==> src/rtl/or1200_if_queue.sv <==
`default_nettype none
// ============================================================================
// Module      : or1200_if_queue
// Description : Instruction-fetch queue between the IC CPU port and decode.
//               A DEPTH-entry FIFO of {insn, pc, err} that absorbs IC responses
//               while decode is frozen, back-pressures the IC, bypasses a
//               response straight to decode when the queue is empty, and
//               injects NOPs on flush, delay-slot kill and rfe.
// Revision    : 1.0 - initial release
// ============================================================================
module or1200_if_queue #(
    parameter int  DEPTH = 4,
    parameter int  DW    = 32,
    parameter int  AW    = 32,
    localparam int LW    = $clog2(DEPTH + 1)
) (
    input  logic          clk,
    input  logic          rst,
    input  logic [DW-1:0] icpu_dat_i,
    input  logic          icpu_ack_i,
    input  logic          icpu_err_i,
    input  logic [AW-1:0] icpu_adr_i,
    input  logic [3:0]    icpu_tag_i,
    output logic          icpu_rdy_o,
    input  logic          if_freeze,
    input  logic          if_flushpipe,
    input  logic          no_more_dslot,
    input  logic          rfe,
    output logic [DW-1:0] if_insn,
    output logic [AW-1:0] if_pc,
    output logic          if_stall,
    output logic          except_itlbmiss,
    output logic          except_immufault,
    output logic          except_ibuserr,
    output logic [LW-1:0] if_level,
    output logic          if_ovf
);

    localparam int            PW          = $clog2(DEPTH);
    localparam logic [DW-1:0] C_NOP_KILL  = DW'(32'h15410000);
    localparam logic [DW-1:0] C_NOP_IDLE  = DW'(32'h15610000);
    localparam logic [LW-1:0] C_DEPTH     = LW'(DEPTH);
    localparam logic [PW-1:0] C_PTR_ONE   = PW'(1);
    localparam logic [3:0]    C_TAG_TLB   = 4'hd;
    localparam logic [3:0]    C_TAG_PF    = 4'hc;
    localparam logic [3:0]    C_TAG_BUS   = 4'hb;

    // Queue storage; err bit order is {tlb miss, page fault, bus error}
    logic [DW-1:0] r_insn_mem [DEPTH];
    logic [AW-3:0] r_pc_mem   [DEPTH];
    logic [2:0]    r_err_mem  [DEPTH];

    logic [PW-1:0] r_rd_ptr;
    logic [PW-1:0] r_wr_ptr;
    logic [LW-1:0] r_level;
    logic          r_ovf;

    logic          w_resp;
    logic          w_empty;
    logic          w_full;
    logic          w_head;
    logic          w_bypass;
    logic          w_pop;
    logic          w_qpop;
    logic          w_bypass_used;
    logic          w_full_eff;
    logic          w_push;
    logic          w_ovf_set;
    logic [DW-1:0] w_in_insn;
    logic [2:0]    w_in_err;
    logic [DW-1:0] w_head_insn;
    logic [AW-3:0] w_head_pc;
    logic [2:0]    w_head_err;

    // Queue control: head selection, pop/push/overflow decisions
    always_comb begin
        w_resp        = icpu_ack_i | icpu_err_i;
        w_empty       = (r_level == '0);
        w_full        = (r_level == C_DEPTH);
        w_head        = !w_empty | w_resp;
        w_bypass      = w_empty & w_resp;
        w_pop         = w_head & !if_freeze & !if_flushpipe;
        w_qpop        = w_pop & !w_empty;
        w_bypass_used = w_pop & w_bypass;
        w_full_eff    = w_full & !w_pop;
        w_push        = w_resp & !if_flushpipe & !w_bypass_used & !w_full_eff;
        w_ovf_set     = w_resp & !if_flushpipe & w_full_eff & !w_bypass_used;
    end

    // Incoming response as it would be stored: errors become a kill NOP
    always_comb begin
        w_in_insn = icpu_err_i ? C_NOP_KILL : icpu_dat_i;
        w_in_err  = {3{icpu_err_i}} & {icpu_tag_i == C_TAG_TLB,
                                       icpu_tag_i == C_TAG_PF,
                                       icpu_tag_i == C_TAG_BUS};
    end

    // Head entry: oldest queued entry, otherwise the bypassed response
    always_comb begin
        w_head_insn = w_in_insn;
        w_head_pc   = icpu_adr_i[AW-1:2];
        w_head_err  = w_in_err;
        if (!w_empty) begin
            w_head_insn = r_insn_mem[r_rd_ptr];
            w_head_pc   = r_pc_mem[r_rd_ptr];
            w_head_err  = r_err_mem[r_rd_ptr];
        end
    end

    // Decode-facing outputs with kill/idle NOP injection
    always_comb begin
        if_stall         = !w_head;
        if_pc            = {icpu_adr_i[AW-1:2], 2'b00};
        if_insn          = C_NOP_IDLE;
        except_itlbmiss  = 1'b0;
        except_immufault = 1'b0;
        except_ibuserr   = 1'b0;
        if (w_head) begin
            if_pc   = {w_head_pc, 2'b00};
            if_insn = w_head_insn;
            if (!no_more_dslot) begin
                except_itlbmiss  = w_head_err[2];
                except_immufault = w_head_err[1];
                except_ibuserr   = w_head_err[0];
            end
        end
        if (no_more_dslot | rfe | if_flushpipe) begin
            if_insn = C_NOP_KILL;
        end
        icpu_rdy_o = (r_level < C_DEPTH) | !if_freeze;
        if_level   = r_level;
        if_ovf     = r_ovf;
    end

    // Pointers, fill level and sticky overflow; flush wins over everything
    always_ff @(posedge clk or negedge rst) begin
        if (!rst) begin
            r_rd_ptr <= '0;
            r_wr_ptr <= '0;
            r_level  <= '0;
            r_ovf    <= 1'b0;
        end else if (if_flushpipe) begin
            r_rd_ptr <= '0;
            r_wr_ptr <= '0;
            r_level  <= '0;
        end else begin
            if (w_qpop) begin
                r_rd_ptr <= r_rd_ptr + C_PTR_ONE;
            end
            if (w_push) begin
                r_wr_ptr <= r_wr_ptr + C_PTR_ONE;
            end
            r_level <= r_level + {{(LW-1){1'b0}}, w_push} - {{(LW-1){1'b0}}, w_qpop};
            if (w_ovf_set) begin
                r_ovf <= 1'b1;
            end
        end
    end

    // Entry storage write; contents are don't-care until the level covers them
    always_ff @(posedge clk) begin
        if (w_push) begin
            r_insn_mem[r_wr_ptr] <= w_in_insn;
            r_pc_mem[r_wr_ptr]   <= icpu_adr_i[AW-1:2];
            r_err_mem[r_wr_ptr]  <= w_in_err;
        end
    end

endmodule
`default_nettype wire

==> config.mk <==
export PLATFORM = sky130hd
export DESIGN_NAME = or1200_if_queue
export DESIGN_NICKNAME = d
export VERILOG_FILES = /design/src/rtl/or1200_if_queue.sv
export SDC_FILE = /design/constraint.sdc
export NUM_CORES = 1
export LEC_CHECK = 0
export BUFFER_PORTS_ARGS = -buffer_cell sky130_fd_sc_hd__buf_2
export CAP_MARGIN = 30
export CORE_MARGIN = 3
export CORE_UTILIZATION = 60
export DETAILED_ROUTE_END_ITERATION = 7
export GPL_ROUTABILITY_DRIVEN = 0
export PLACE_DENSITY = 0.94
export SETUP_SLACK_MARGIN = 0.3
export SLEW_MARGIN = 25
export SYNTH_ARGS = -nofsm -noshare
export SYNTH_HDL_FRONTEND = slang
export SYNTH_SLANG_ARGS = --single-unit
==> constraint.sdc <==
create_clock -name clk -period 9.3 [get_ports clk]
set_input_delay 1.395 -clock clk [delete_from_list [all_inputs] [get_ports clk]]
set_output_delay 1.395 -clock clk [all_outputs]
set_load 0.03 [all_outputs]
==> results of run 1 <==
[cell usage in the layout, fill, tap and decap left out, types with 9 or more instances in the layout]
cell type / synthesis / layout
a21oi_1: 29 / 29
buf_2: 18 / 144
clkbuf_1: 10 / 13
clkbuf_16: 0 / 27
edfxtp_1: 260 / 260
mux4_2: 63 / 63
nand2_1: 124 / 124
nand3b_1: 27 / 27
nor2_1: 10 / 9
nor2b_1: 29 / 29
[registers in the layout, summed over array words and instances, names as in the netlist]
register and cells:
r_insn_mem 128, r_pc_mem 120, r_err_mem 12, if_level 3
r_rd_ptr 2, r_wr_ptr 2, if_ovf 1
[layer usage]
layer | global-route usage [%] | part of all wire (%) | wire length, um
met2 | 36.7 | 51 | 11500
met1 | 32.4 | 40 | 9020
met3 | 3.28 | 7.5 | 1710
met4 | 7.05 | 2.2 | 495
met5 | 0 | 0 | 0
[worst reg2reg max path, delay by kind of cell (launching register included)]
family	cells	cell delay [ns]
AND/OR/NAND/NOR	2	0.31
flip-flops	1	0.47
adder cells (fa/ha/maj)	3	0.84
buffers and inverters	3	0.21
AO/OA/AOI/OAI	1	0.67
XOR/XNOR	2	0.35
[kinds of logic after synthesis]
family          count (synthesis)
mux                            67
buf+inv                        49
simple gates                  219
xor+xnor                        2
fa+ha+maj                       7
flops                         268
compound gates                 42
other cells                     1
[through the flow]
stage / setup WS [ns] / cells
6_report: 4.74 / 1046
3_5_place_dp: 4.54 / 994
2_1_floorplan: 5.23 / 656
3_3_place_gp: 4.76 / 992
5_1_grt: 4.51 / 1046
4_1_cts: 4.67 / 1042
[final cells by class]
class | instances | area share, %
tap | 229 | 2.22
multi-input combinational | 339 | 22.7
timing repair buffer | 155 | 6.71
antenna | 1 | 0.0194
clock buffer | 42 | 5.83
clock inverter | 6 | 0.223
sequential | 268 | 62.1
inverter | 6 | 0.175
[power breakdown]
part / internal, W / total, W / leakage, nW / switching [W]
sequential: 0.00148 / 0.00155 / 2.48 / 0.0000675
combinational: 0.000401 / 0.00118 / 1.68 / 0.000783
clock: 0.000551 / 0.000957 / 0.375 / 0.000406
total: 0.00244 / 0.00369 / 4.53 / 0.00126
[worst paths after layout]
check                                            from                      end
min in group asynchronous                         rst  r_rd_ptr[0]$_DFFE_PN0P_
worst max-delay path                       icpu_err_i               if_insn[2]
worst min register to register     if_ovf$_DFFE_PN0P_       if_ovf$_DFFE_PN0P_
worst max register to register  if_level[2]$_DFF_PN0_    if_level[2]$_DFF_PN0_
worst min-delay path               if_ovf$_DFFE_PN0P_       if_ovf$_DFFE_PN0P_
max in group asynchronous                         rst  r_rd_ptr[1]$_DFFE_PN0P_
==> impl_summary.md, run 1 <==
Floorplan
The starting utilization of the core area is 61.8%. The count of pins on the block boundary is 149. The die outline area is 20400 sq um. The die extent in x is 143 um. The area of the core region is 18100 sq um. The die extent in y is 143 um.

Row generation in the floorplan step produced 49 rows.

Synth
After synthesis, the share of flip-flops with an asynchronous set or reset is 2.99%. Each instance of the synthesized netlist takes up on average 17.1 sq um. In the post-synthesis netlist, the biggest area contributors are edfxtp_1, mux4_2, nand2_1. Counting flops with a built-in enable in the synthesized netlist gives 260. In this run the cell area of the synthesized design comes to 11200 sq um. Of the total synthesized cell area, the portion taken by AND, OR, NAND and NOR gates is 9.41%.

The dominant combinational cell family by area after synthesis is multiplexers. After Yosys synthesis, full adders, half adders and majority gates account for 0.848% of the synthesized area. The share of the yosys chip area belonging to registers is 71.4%. After synthesis, the share of cell area in mux cells is 13.3%. Of the post-synthesis cell area, the dominant cell type holds 69.6%. The synthesized netlist cell count is 655.

Summing the areas of all xor and xnor instances in the mapped netlist gives 0.156% of the synthesized area. In the synthesized netlist the dominant register cell turns out to be edfxtp_1. Sorting the synthesized cells by how often they occur yields edfxtp_1, nand2_1, mux4_2, a21oi_1, nor2b_1. The flip-flop and latch count after synthesis is 268. The distinct cell type count after synthesis is 38. The most frequent cell after synthesis is edfxtp_1.

Summing the areas of all compound-gate instances in the mapped netlist gives 2.16% of the synthesized area. The most area-hungry cell type in the Yosys netlist is edfxtp_1. The total of warnings raised by yosys is 0.

Setup path
The depth of the worst register-to-register path is 11. The critical path buffer and inverter count is 3. STA classifies the critical path startpoint as a primary input. Walking the worst path, the cells encountered are buf_2 -> nor2_2 -> buf_4 -> nand3b_1 -> a21oi_1 -> buf_2. The setup slack on the worst flop-to-flop path is 6.36 ns.

The signal arrival time at the worst endpoint is 3.16 ns. The number of stages on the worst setup path is 6. The library cell contributing the largest single delay on the critical path is buf_2. The kind of cell with the highest combined delay along the critical path is buffers and inverters. In this run the worst path has a maximum fanout of 37. The data required time of the worst path is 7.91 ns. The category of the most critical setup path is in -> out. STA classifies the critical path endpoint as an output pin. Among the stages of the critical path, the cell type that occurs most often is buf_2.

The largest single stage delay on the critical path is 0.65 ns.

Placement
The placement-stage cell area is 12100 sq um. The total half-perimeter wirelength after legalization and detailed placement is 12.5 mm. The number of buffers added on ports is 144.

Global route
The aggregate global routing overflow is 0. The wire length of the first global-routing pass is 35.8 mm. The via count of the first global-routing pass is 6605.

Entering global routing, the biggest net connects 68 pins. The combined global-route utilization of all metal layers is 22.6%. The number of antenna violations at the first check in global routing is 2.

Layout
The final cell area excluding filler cells is 12900 sq um. Compared with the post-synthesis result, the final layout area differs by 15.0%. Across the whole layout, storage elements account for 8010 sq um. The number of fill cells in the layout is 1124. Cells fill 71.1% of the core in the end.

The multi-input combinational cells in the finished layout cover a total of 2930 sq um. Cells with a size suffix above 1 make up 32.6% of the layout. The number of nets at the end of the flow is 879.

CTS
In this run the number of H-tree levels came out at 1. The number of buffers created by CTS is 26. The clock latency reported for the late side of the worst-skew pair is 0.51 ns. The CTS tree is built. The clock net sink count is 268. The hold-fix buffer count after cts is 0.

The count of buffers added by post-CTS timing repair for setup is 0. The largest buffer count on any clock path is 3. The clock-pin slew on the worst setup and hold paths is 0.06 ns. The library cell used as clock root buffer is clkbuf_16.

Once the clock tree was built, the resizer swapped 0 gates to a different size.

Timing
Hold is met by 0.475 ns. The maximum clock skew at final layout is 0.0161 ns. Measured against its own limit, the worst slew margin works out to 42.3%.

The final period demand of the worst path is 4.56 ns. The top achievable clock speed is 220 MHz. Setup repair after global routing left no endpoint under its margin.

The share of the cycle needed by the critical path after routing is 49.0%. After routing, the total negative slack on setup checks comes to 0 ns. Setup violations remaining at the end of the flow were counted as 0. The slew at the pin closest to its max-slew limit is 0.865 ns. The number of hold-slack violations in the final timing report came to 0. The final count of pins violating max slew is 0.

Run
Across the run, the number of max-cap violations was 0.

Detailed routing
Summing over every cut layer, the via total after detailed routing is 6267. The detailed-route DRC error count is 0. The routed wire length is 22.7 mm.

The average routed wire per standard cell is 21.7 um. The initial DRC count is 626. The count of antenna-violating nets left after detailed routing is 0. The number of iterations in the first detailed-routing pass is 5. The detail-routed via count per cell is 5.99.

Pwr
Across the VDD grid, the largest voltage drop is 0.437 mV. The total power after layout is 0.00369 W. The power per standard cell area is 286 nW/um^2. The leakage dissipation is 4.53 nW.

Worst hold path
The number of cells on the worst hold path is 1. In this run the worst hold path is classified as reg -> reg.

Status
The flow ran to the end, and the final reports show no timing, DRC or antenna violations.
Power figures use the tool's default switching activity.
==> run 2: changes to the inputs <==
ABC_AREA = 1   (was default)
CORE_UTILIZATION = 58   (was 60)
PLACE_DENSITY = 0.91   (was 0.94)
clock period = 4.5 ns   (was 9.3 ns; I/O delays follow)
==> run 2 against run 1 <==
  * Via count rose by 38%
  * Clock power increased by 110%
  * Wire length rose by 19%
  * Area after synthesis grew 7.9%
  * Setup slack worse by 4.1 ns
  * Flip-flop and latch count unchanged
  * Hold slack got worse by 0.084 ns
  * Largest cell class unchanged
==> impl_summary.md, run 2 <==
Run
The tool flagged a number of max-cap violations equal to 0.

Detailed routing
In this run the remaining antenna-violating nets after routing total 0. The first detailed-routing pass took 5 iterations. The detailed router finished its first iteration with 757 violations. The final layout contains routed wiring with a total length of 27.1 mm. In the final routed layout, each cell accounts on average for 17.0 um.

After detailed routing, the number of remaining DRC violations is 0. Using the TritonRoute via totals, the vias-per-cell ratio works out to 5.43. The via total after detailed routing is 8679.

Synth
nand2_1 is the most common cell in the netlist. The netlist uses 27 different library cells. The synthesized design spends more area on one cell type than any other, namely edfxtp_1. In the synthesized netlist the dominant register cell turns out to be edfxtp_1. The total of warnings raised by yosys is 0. The number of enable-type register cells in the synthesized netlist is 260. The mapped netlist covers 12100 sq um.

The top cell type by area accounts for 64.5% of the synthesized area. Sequential elements use 66.1% of the synthesized area. The synthesized netlist cell count is 1194. Counting flops with an async set or reset pin after synthesis yields a share of 2.99%. Ranked by total cell area, the synthesized netlist is headed by edfxtp_1, nand2_1, inv_1. After synthesis, the mean cell area works out to 10.1 sq um.

Sorting the synthesized cells by how often they occur yields nand2_1, edfxtp_1, inv_1, nor2_1, nand3_1. Synthesis inferred 268 register bits.

Layout
Leaving out fill and tap cells, the most frequent cell in the layout is nand2_1. Ranked by flip-flop count, first place goes to r_insn_mem. In the final design database the tool counted 1401 nets. The number of antenna diodes is 0. The number of flip-flops in the largest register is 128.

After routing the design area is 13700 sq um. The core occupancy in the finished layout is 67.2%. In the final layout, the registers with the most flip-flops are r_insn_mem x128, r_pc_mem x120, r_err_mem x12. The fraction of layout instances using a drive strength above 1 is 15.8%. The post-synthesis to final-layout area growth is 13.0%. Leaving out fill and tap cells, the most frequent cells in the layout are nand2_1, edfxtp_1, inv_1.

Setup path
The setup slack on the worst flop-to-flop path is 1.53 ns. The worst register-to-register path ends at if_level[2]$_DFF_PN0_. STA puts the critical path data required time at 3.83 ns. The depth of the worst register-to-register path is 11. The worst register-to-register path begins at if_level[1]$_DFF_PN0_. The maximum fanout along the worst path is 79. The type of destination of the critical path is an output pin. The startpoint class of the critical path is a register. The signal arrival time at the worst endpoint is 3.21 ns.

The category of the most critical setup path is reg -> out.

CTS
The number of gates resized after CTS was 0. The largest buffer count on any clock path is 3. Clock tree synthesis selected as its root buffer the cell clkbuf_16. Clock-pin slew was measured on the worst setup and hold paths at 0.06 ns.

The number of buffers created by CTS is 26. CTS built an H-tree with a depth of 1. For this design, the sink count on the clock tree is 268. For the worst-skew pair, the clock arrives at the later sink with an insertion delay of 0.52 ns. TritonCTS built the clock tree.

Pwr
For this design the ratio of total power to cell area is 577 nW/um^2. IR analysis of the VDD net gives a maximum drop of 0.364 mV. The internal power of the cells totals 0.00491 W. For this design the total switching power over the nets is 0.00298 W.

The fraction of power spent switching nets is 37.8%. Per report_power, the combinational group accounts for 34.3% of the total. The leakage dissipation is 5.88 nW.

The share of power burned in registers is 40.1%. The part of the power in the clock network is 25.5%. Total power for the finished layout comes to 0.00790 W.

Timing
Setup violations remaining at the end of the flow were counted as 0. In this run the tightest slew margin relative to its limit is 36.6%. The sum of negative setup slack is 0 ns. Setup repair after global routing left no endpoint under its margin. The worst hold-check slack is 0.391 ns. The final period demand of the worst path is 3.88 ns. The final count of pins violating max slew is 0.

The slew at the pin closest to its max-slew limit is 0.949 ns. The number of hold-slack violations in the final timing report came to 0. Static timing analysis puts the maximum clock frequency at 258 MHz. The share of the cycle needed by the critical path after routing is 86.3%. For the final database, setup skew stands at 0.0209 ns.

Floorplan
The number of standard-cell rows in the floorplan is 52. The die extent in y is 150 um. For this configuration, the core starts out at a cell density of 59.4%. The count of pins on the block boundary is 149. The die extent in x is 150 um. The die outline area is 22600 sq um. The area of the core region is 20400 sq um.

Worst hold path
Counting instances, the worst hold path has a depth of 1. The worst hold path terminates at r_pc_mem[1][27]$_DFFE_PP_. The startpoint of the worst hold path is icpu_adr_i[29]. The worst hold path belongs to the class in -> reg.

Global route
The pin count of the biggest net entering global routing is 80. The number of antenna violations at the first check in global routing is 0. Summed over all layers, the global routing overflow is 0. The via count of the first global-routing pass was 8643.

The first global-routing pass estimated 42.2 mm of wire. The combined global-route utilization of all metal layers is 23.6%.

Placement
In this run the tool buffered the top-level ports with 144 buffer cells. The placed instances occupy a cell area of 12900 sq um. The total half-perimeter wirelength after legalization and detailed placement is 15.9 mm.

Status
The run finished with clean final reports.
## run 2: cell types whose count changed in the layout (fill, tap and decap cells not counted), moves of 5 or more
cell,change
nor3_1,-5
mux4_2,-63
nand3b_1,-27
o21ai_1,+23
inv_1,+147
nor2b_1,-29
clkbuf_1,-7
buf_4,+11
nand4_1,+9
o21ai_0,+76
nor2_1,+136
nand2_1,+169
nand3_1,+92
## run 2: kinds of logic after synthesis
logic type	Yosys count	synth area share (%)
xor gates and xnor gates	3	0.217
and+or+nand+nor	557	18.7
buffers and inverters	226	8.62
other	1	0.0310
adders and majority gates	7	0.785
DFF	268	66.1
AOI/OAI and AO/OA	132	5.48
## run 2: worst max path at each step
| stage | cells past startpoint | to | startpoint |
|---|---|---|---|
| global placement | 8 | if_insn[31] | r_rd_ptr[0]$_DFFE_PN0P_ |
| global route | 8 | if_insn[31] | r_rd_ptr[0]$_DFFE_PN0P_ |
| CTS | 8 | if_insn[31] | r_rd_ptr[0]$_DFFE_PN0P_ |
| detailed placement | 8 | if_insn[31] | r_rd_ptr[0]$_DFFE_PN0P_ |
| floorplan | 6 | r_err_mem[0][0]$_DFFE_PP_ | if_flushpipe |
| finish | 8 | if_insn[31] | r_rd_ptr[0]$_DFFE_PN0P_ |
## run 2: per-stage QoR
step | setup slack, ns | instances
final | 0.618 | 1597
after floorplan | 0.00578 | 1195
after detailed placement | 1.20 | 1559
after global placement | 1.24 | 1558
after CTS | 0.628 | 1597
after global routing | 0.416 | 1597
## run 2: area by class of cell
class	count	area (sq um)
Sequential cell	268	8010
Timing Repair Buffer	163	878
Tap cell	270	338
Clock inverter	4	68.8
Fill cell	1393	6680
Multi-Input combinational cell	701	3090
Inverter	158	597
Clock buffer	33	698
## run 2: metal layers
metal	track usage [%]	up-vias	wire, um
li1	-	4138	-
met1	29.7	4103	10300
met2	42.1	370	14100
met3	2.65	68	1940
met4	9.19	0	775
met5	0	-	0
## run 2: power groups by stage
stage	Sequential [W]	Clock, W	Combinational [W]
after floorplan	0.00317	0	0.00209
after global placement	0.00320	0	0.00262
final	0.00317	0.00202	0.00271
after detailed placement	0.00322	0	0.00271
after CTS	0.00317	0.00204	0.00273
after global routing	0.00319	0.00214	0.00298
## run 2: critical path, cell delays in order, from the launching register on
cell and delay (ns):
dfrtp_4 0.90, inv_4 0.46, buf_4 0.39, nand2_1 0.12, nand3_1 0.09, nand2_1 0.11
nand2_1 0.05, a21oi_1 0.26, buf_2 0.25
## run 2: repair_timing
action                    in CTS  in global routing
hold buffers                   1                  0
setup buffers                  0                  0
hold endpoints to repair       8                  0
==> run 3: changes to the inputs <==
CELL_PAD_IN_SITES_DETAIL_PLACEMENT = 1   (was default)
CELL_PAD_IN_SITES_GLOBAL_PLACEMENT = 1   (was default)
CORE_UTILIZATION = 45   (was 58)
PLACE_DENSITY = 0.9   (was 0.91)
==> run 3 against run 2 <==
  * Non-clock buffer count stayed put
  * Maximum frequency is 10% higher
  * Clock power is 18% higher
  * Largest cell class unchanged
  * Highest routed layer unchanged
==> impl_summary.md, run 3 (synthesis gave the netlist of run 2 again) <==
Timing
Across the routed clock network, the largest skew measured is 0.0132 ns. Subtracting the final worst setup slack from the clock period gives 3.53 ns. The share of the cycle needed by the critical path after routing is 78.4%. Setup violations remaining at the end of the flow were counted as 0. The smallest setup slack after layout is 0.971 ns.

The worst slew margin relative to its limit is 41.4%. The final count of pins violating max slew is 0. Setup repair after global routing left no endpoint under its margin.

At the pin with the least slew margin, the transition time is 0.879 ns. For the final routed database, the setup TNS stands at 0 ns. The top achievable clock speed is 283 MHz. The number of hold-slack violations in the final timing report is 0.

Detailed routing
The detailed-route DRC error count is 0. The routed layout has 8919 vias. The initial DRC count is 750. The routed wire length is 32.5 mm.

After detailed routing, the average wire length per cell comes to 19.4 um. The wire length on met1 is 13.1 mm. The detail route stage leaves a number of antenna-violating nets equal to 0. The first detailed-routing pass took 5 iterations. The routed length on met3 is 1.42 mm. Dividing the detail-routed via count by the number of cells gives 5.32. In this run the top signal layer used is met4.

The routed design uses 17.1 mm of met2 wire.

CTS
The number of buffers created by CTS is 28. The number of gates resized after CTS was 0. The level count of the clock H-tree is 1.

Post-CTS timing repair inserted 0 buffers for setup. The number of hold buffers added after CTS was 1. For the worst-skew pair, the clock arrives at the later sink with an insertion delay of 0.53 ns. The CTS tree is built. The library cell used as clock root buffer is clkbuf_16. The longest clock path from root to sink contains 3 buffers. The clock net sink count is 268. The clock-pin slew on the worst setup and hold paths is 0.06 ns.

Layout
The number of fill cells in the layout is 2922. Cells with a size suffix above 1 make up 16.4% of the layout. After the last flow step, the layout net total stands at 1403. The most common cell after layout, fill and taps aside is nand2_1. The register containing the most flip-flops in the final layout is r_insn_mem. Compared with the post-synthesis result, the final layout area differs by 15.3%.

The register with the most flip-flops in the layout has 128 of them. Cells fill 53.1% of the core in the end. In the layout the commonest cells are nand2_1, edfxtp_1, inv_1. In the final layout, the registers with the most flip-flops are r_insn_mem x128, r_pc_mem x120, r_err_mem x12.

Floorplan
During I/O placement, the number of pins put on the boundary was 149. The die is 170 um tall. In this run the standard cell core region covers 26300 sq um. The die covers 28900 sq um. The initialized floorplan defines 59 standard-cell rows. The starting utilization of the core area is 46.1%. The die extent in x is 170 um.

Setup path
The worst setup path is of the reg -> out kind. Data arrives at the worst endpoint at 2.85 ns. Of all nets on the critical path, the largest fanout is 34. The startpoint class of the critical path is a register. The data required time of the worst path is 3.83 ns. The type of destination of the critical path is an output pin.

Pwr
IR analysis of the VDD net gives a maximum drop of 0.355 mV. For this design the static power due to leakage is 5.97 nW. The power per standard cell area is 599 nW/um^2.

Global route
After global routing the overflow that remains totals 0. The number of antenna violations at the first check in global routing is 1. The wire length of the first global-routing pass is 50.5 mm. The pin count of the biggest net entering global routing is 133. The via count of the first global-routing pass was 9566. For this run, the total global-route usage over all layers was measured as 22.1%.

Placement
The HPWL after detailed placement is 19.4 mm. Prior to clock tree synthesis, the placed netlist has a worst setup slack of 1.41 ns. The number of buffers added on ports is 144.

Status
The run finished with clean final reports.

Worst hold path
The min-delay analysis places its worst path in the category in -> reg.

Run
The tool flagged a number of max-cap violations equal to 0.
-- run 3: worst max-delay path, stage by stage, from the launching register on --
cell and delay [ns]:
dfrtp_1 0.44, nor2_1 0.23, nand2_2 0.09, inv_2 0.54
nand2_1 0.43, nand2_1 0.19, inv_1 0.09, nand2_1 0.08
nor2_1 0.04, buf_2 0.19
-- run 3: final timing paths --
| path | start | to | slack [ns] | depth (start not counted) |
|---|---|---|---|---|
| hold reg to reg | if_ovf$_DFFE_PN0P_ | if_ovf$_DFFE_PN0P_ | 0.55 | 1 |
| setup / recovery | if_level[1]$_DFF_PN0_ | except_ibuserr | 0.97 | 9 |
| hold / removal | icpu_adr_i[23] | r_pc_mem[2][21]$_DFFE_PP_ | 0.38 | 1 |
| max in group asynchronous | rst | r_rd_ptr[0]$_DFFE_PN0P_ | 3.70 | 2 |
| min in group asynchronous | rst | if_level[2]$_DFF_PN0_ | 0.61 | 2 |
| setup reg to reg | if_level[1]$_DFF_PN0_ | if_level[2]$_DFF_PN0_ | 1.73 | 11 |
-- run 3: area by class of cell --
cell class	count	area, sq um	area share, %
Antenna cell	1	2.50	0.0179
Inverter	158	597	4.27
Clock inverter	18	206	1.48
Clock buffer	34	744	5.33
Sequential cell	268	8010	57.4
Tap cell	335	419	3.00
Timing Repair Buffer	163	891	6.38
Multi-Input combinational cell	701	3090	22.1
-- run 3: power breakdown --
group / switching, W / leakage [nW] / internal, W / total [W]
combinational: 0.00216 / 3.03 / 0.000722 / 0.00289
sequential: 0.0000833 / 2.48 / 0.00302 / 0.00310
clock: 0.000922 / 0.468 / 0.00145 / 0.00238
-- run 3: metal layers --
layer	vias up	track usage [%]
met2	245	40.6
met4	0	7.69
met1	4453	26.6
met5	-	0
li1	4159	-
met3	62	3.00
-- run 3: per-stage QoR --
step	power [W]	area [sq um]	hold slack, ns	std cells
after floorplan	0.00526	12100	0.379	1195
after global placement	0.00590	13000	0.475	1624
after detailed placement	0.00604	13000	0.477	1624
after CTS	0.00843	14000	0.361	1677
after global routing	0.00883	14000	0.361	1678
final	0.00837	14000	0.385	1678
